[config.mk]
export PLATFORM = sky130hd
export DESIGN_NAME = ex_mem_stage
export DESIGN_NICKNAME = d
export VERILOG_FILES = /design/src/rtl/ex_mem_stage.sv
export SDC_FILE = /design/constraint.sdc
export NUM_CORES = 1
export LEC_CHECK = 0
export CAP_MARGIN = 20
export CORE_ASPECT_RATIO = 0.7
export CORE_MARGIN = 5
export CORE_UTILIZATION = 36
export DETAILED_ROUTE_END_ITERATION = 8
export HOLD_SLACK_MARGIN = 0.05
export PLACE_DENSITY = 0.85
export SLEW_MARGIN = 40
export SYNTH_ARGS = -nofsm -noshare
export SYNTH_HDL_FRONTEND = slang
export SYNTH_SLANG_ARGS = --single-unit
[constraint.sdc]
create_clock -name clk -period 1.8 [get_ports clk]
set_input_delay 0.18 -clock clk [delete_from_list [all_inputs] [get_ports clk]]
set_output_delay 0.18 -clock clk [all_outputs]
set_load 0.1 [all_outputs]
[src/rtl/ex_mem_stage.sv]
// EX/MEM pipeline stage: valid/ready handshake, flush bubble, valid-gated memory strobes, saturating stall counter.
// Define EX_MEM_SKID_EN to add a second (skid) entry so that in_ready comes straight from a register.
module ex_mem_stage #(
  parameter int DW    = 32,
  parameter int WB_W  = 2,
  parameter int MEM_W = 4,
  parameter int RA_W  = 5,
  parameter int CNT_W = 16
) (
  input  logic             clk,
  input  logic             reset,
  input  logic             in_valid,
  output logic             in_ready,
  output logic             out_valid,
  input  logic             out_ready,
  input  logic             flush,
  input  logic [WB_W-1:0]  WB_in,
  output logic [WB_W-1:0]  WB_out,
  input  logic [MEM_W-1:0] MEM_in,
  output logic [MEM_W-1:0] MEM_out,
  input  logic [DW-1:0]    nextAddress_in,
  output logic [DW-1:0]    nextAddress_out,
  input  logic             zero_in,
  output logic             zero_out,
  input  logic [DW-1:0]    ALUresult_in,
  output logic [DW-1:0]    ALUresult_out,
  input  logic [DW-1:0]    B_in,
  output logic [DW-1:0]    B_out,
  input  logic [RA_W-1:0]  Insaddr_in,
  output logic [RA_W-1:0]  Insaddr_out,
  input  logic [DW-1:0]    jaddr_in,
  output logic [DW-1:0]    jaddr_out,
  output logic             jump,
  output logic             Branch,
  output logic             MemRead,
  output logic             MemWrite,
  output logic [CNT_W-1:0] stall_cnt
);

  localparam int PW = WB_W + MEM_W + 4 * DW + 1 + RA_W;
  localparam logic [CNT_W-1:0] CNT_MAX = '1;

  logic [PW-1:0]    w_pay_in;
  logic [PW-1:0]    r_main;
  logic             r_main_valid;
  logic             w_accept;
  logic             w_consume;
  logic [CNT_W-1:0] r_stall_cnt;
  logic [3:0]       w_strobe;

  assign w_pay_in  = {WB_in, MEM_in, nextAddress_in, zero_in, ALUresult_in, B_in, Insaddr_in, jaddr_in};
  assign w_consume = r_main_valid & out_ready;
  assign w_accept  = in_valid & in_ready & ~flush;

`ifdef EX_MEM_SKID_EN
  logic [PW-1:0] r_skid;
  logic          r_skid_valid;

  assign in_ready = ~r_skid_valid;

  // Skid is only ever occupied while main is full, so draining skid first keeps order.
  always_ff @(posedge clk or negedge reset) begin
    if (!reset) begin
      r_main       <= '0;
      r_main_valid <= 1'b0;
      r_skid       <= '0;
      r_skid_valid <= 1'b0;
    end else if (flush) begin
      r_main_valid <= 1'b0;
      r_skid_valid <= 1'b0;
    end else if (w_consume || !r_main_valid) begin
      if (r_skid_valid) begin
        r_main       <= r_skid;
        r_main_valid <= 1'b1;
        r_skid_valid <= 1'b0;
      end else if (w_accept) begin
        r_main       <= w_pay_in;
        r_main_valid <= 1'b1;
      end else begin
        r_main_valid <= 1'b0;
      end
    end else if (w_accept) begin
      r_skid       <= w_pay_in;
      r_skid_valid <= 1'b1;
    end
  end
`else
  assign in_ready = ~r_main_valid | out_ready;

  always_ff @(posedge clk or negedge reset) begin
    if (!reset) begin
      r_main       <= '0;
      r_main_valid <= 1'b0;
    end else if (flush) begin
      r_main_valid <= 1'b0;
    end else if (w_accept) begin
      r_main       <= w_pay_in;
      r_main_valid <= 1'b1;
    end else if (w_consume) begin
      r_main_valid <= 1'b0;
    end
  end
`endif

  // Counts backpressure cycles; flush deliberately leaves it alone.
  always_ff @(posedge clk or negedge reset) begin
    if (!reset) begin
      r_stall_cnt <= '0;
    end else if (r_main_valid && !out_ready && (r_stall_cnt != CNT_MAX)) begin
      r_stall_cnt <= r_stall_cnt + 1'b1;
    end
  end

  assign {WB_out, MEM_out, nextAddress_out, zero_out, ALUresult_out, B_out, Insaddr_out, jaddr_out} = r_main;
  assign out_valid = r_main_valid;
  assign stall_cnt = r_stall_cnt;

  genvar gi;
  generate
    for (gi = 0; gi < 4; gi++) begin : g_strobe
      assign w_strobe[gi] = MEM_out[gi] & r_main_valid;
    end
  endgenerate

  assign MemWrite = w_strobe[0];
  assign MemRead  = w_strobe[1];
  assign Branch   = w_strobe[2];
  assign jump     = w_strobe[3];

endmodule

==> flow_summary.toml <==
[sta]
skew_ns = 0.0108
max_freq_ghz = 0.571
hold_viol = 0
fin_tns_setup_ns = 0
finalHoldWorstSlack_ns = 0.199
min_period_over_period_pct = 97.3
maxSlewHeadroom_pct = 75.4
drv_slew = 0
fin_crit_ns = 1.75
setup_ws_ns = 0.0480
worst_slew_pin_slew_ns = 0.366
finalSetupViolations = 0
rsz0062_at_grt = "yes"

[cts]
clock_latency_ns = 0.41
htree_levels = 4
post-cts-setup-buffers = 0
cts.sinks = 157
cts-root-buf = "clkbuf_16"
cts_tree = "built"
cts.clk_slew.worst_paths_ns = 0.07
clk_path_buf_depth = 2
cts_buffers = 17

[final_layout]
insertedDiodeCount = 0
fin_util_pct = 61.2
syn_to_final_growth_pct = 66.1
nFillCells = 1270
fin_cells = 963
nNetsFinal = 871
drive_above_1_share_pct = 54.3
stdcell_area_mm2 = 0.0100

[global_route]
grt_usage_pct = 17.3
grt_pass1_vias = 5057
grt_antenna_before_repair = 0
grt_start_max_net_pins = 65
overflow = 0
grt_pass1_wl_mm = 26.5

[detailed_routing]
routed_wirelength_mm = 16.9
wl_per_cell_um = 17.6
wl_met1_mm = 6.27
wl_met2_mm = 8.50
firstDrtPassIters = 4
via_count = 4416
route.detailed.drc = 0
wl_met3_mm = 1.80
top_layer = "met4"
vias_per_cell = 4.59
drt_iter0_drc = 116
drtAntennaViolNets = 0

[die]
die_y_um = 118
num_rows = 39
core_region_area_mm2 = 0.0164
initial_core_util_pct = 36.8
die_area_mm2 = 0.0195
io_pins = 307
die_w_um = 165

[worst_hold_path]
hold_class = "input port to asynchronous set/reset pin"

[placement]
place_ws_ns = -0.297
placed_cell_area_mm2 = 0.00942
gp_congestion = 0.844
port-buffer-count = 306
dp.cells = 930
dp_hpwl_mm = 13.4

[run_status]
status = "finished clean"

[yosys]
synth-async-reset-ratio_pct = 100
synth_ff_type = "dfrtp_1"
syn_inst = 383
syn_area_per_cell_um2 = 15.8
yosysSeqAreaShare_pct = 65.0
ys_ff_latch = 157
ys_types = 32
syn_nets = 529
netlist_area_mm2 = 0.00604
synth_edf_count = 0
yosys_warnings = 0

[critical_path]
ff2ff_setup_slack_ns = 0.05
crit_path_max_fanout = 25
reg2reg_to = "r_main[4]"
arrival_ns = 2.04
cp-end-kind = "flip-flop"
r2r_start = "out_valid"
crit_start = "out_valid"
start_kind = "flip-flop"
cp-endpoint = "r_main[4]"
critPathKind = "flip-flop to flip-flop"
rr_worst_depth = 5
worstPathRequired_ns = 2.09

[power_and_ir_drop]
power.leakage_nw = 4.41
cellPowerDensity_mw_per_mm2 = 1510
total_power_mw = 15.2
worst_ir_drop_vdd_mv = 0.898

[flow_run]
cap_violations = 0
-- worst min-delay path by stage --
stage / start / end / slack [ns] / cells after the start
floorplan: reset / r_main[0] / -0.12 / 0
global placement: reset / r_main[121] / 0.05 / 1
detailed placement: reset / r_main[139] / 0.05 / 1
CTS: reset / r_main[139] / 0.17 / 2
global route: reset / r_main[121] / 0.20 / 2
finish: reset / r_main[139] / 0.20 / 2
-- synthesized netlist by cell type, drive strengths merged, types with 2 or more instances --
cell type,instances,area [um2]
nand2,5,18.8
nor3,6,30.0
and2,4,30.0
a21oi,5,25.0
nand3,3,15.0
nor4b,2,23.8
inv,4,15.0
nor3b,2,20.0
dfrtp,157,3930
nor2,10,37.5
mux2,142,1600
nand4,3,18.8
nor4,4,31.3
buf,16,80.1
xor2,7,61.3
-- report_power, final --
| part | internal, mW | leakage [nW] | total (mW) | switching [mW] |
|---|---|---|---|---|
| clock | 2.11 | 0.283 | 3.59 | 1.48 |
| combinational | 1.66 | 2.29 | 7.05 | 5.38 |
| sequential | 4.16 | 1.84 | 4.54 | 0.377 |
-- layout by cell type (no fill, tap or decap), drive strengths merged, types with 6 or more instances in the layout --
cell	netlist	routed
buf	16	195
clkbuf	0	19
clkdlybuf4s50	0	143
dfrtp	157	157
inv	4	9
mux2	142	142
nor2	10	10
nor3	6	6
xor2	7	7
-- repair_timing --
| action | in CTS | in global routing |
|---|---|---|
| hold buffers | 1 | 0 |
| resized for setup | 0 | 2 |
| hold endpoints to repair | 157 | 0 |
| setup endpoints to repair | 0 | 20 |
-- final cells by class --
cell class                      instances  area [um2]  share of cell area (%)
Multi-Input combinational cell        206        2070                    20.6
Inverter                                4        22.5                   0.224
Sequential cell                       157        3970                    39.6
Tap cell                              225         282                    2.81
Clock buffer                           19         443                    4.41
Timing Repair Buffer                  339        3100                    30.9
Clock inverter                         13         155                    1.55
-- metal layers --
metal | vias to the layer above | GRT usage (%)
li1 | 2047 | -
met1 | 2151 | 19.1
met2 | 194 | 29.5
met3 | 24 | 7.93
met4 | 0 | 5.97
met5 | - | 0
-- sequential cells by signal, indices dropped and copies added, names as in the netlist --
name	cells
r_main	140
out_valid	1
stall_cnt	16
-- critical path, cell delays in order, from the launching register on --
cell and delay, ns:
dfrtp_4 0.47, and2b_4 0.21, nor3b_4 0.21, buf_4 0.20
buf_12 0.18, mux2_2 0.36
-- cells by family (layout without fill, tap and decap cells) --
family	after synthesis	in the layout	share of synthesized area, %
multiplexers	142	142	26.5
AO/OA/AOI/OAI	9	9	0.870
AND/OR/NAND/NOR	46	46	4.68
adder cells (fa/ha/maj)	1	1	0.207
XOR/XNOR	8	8	1.16
flip-flops	157	157	65.0
buffers and inverters	20	375	1.57
Note: power is estimated with default switching activity, not from simulation.
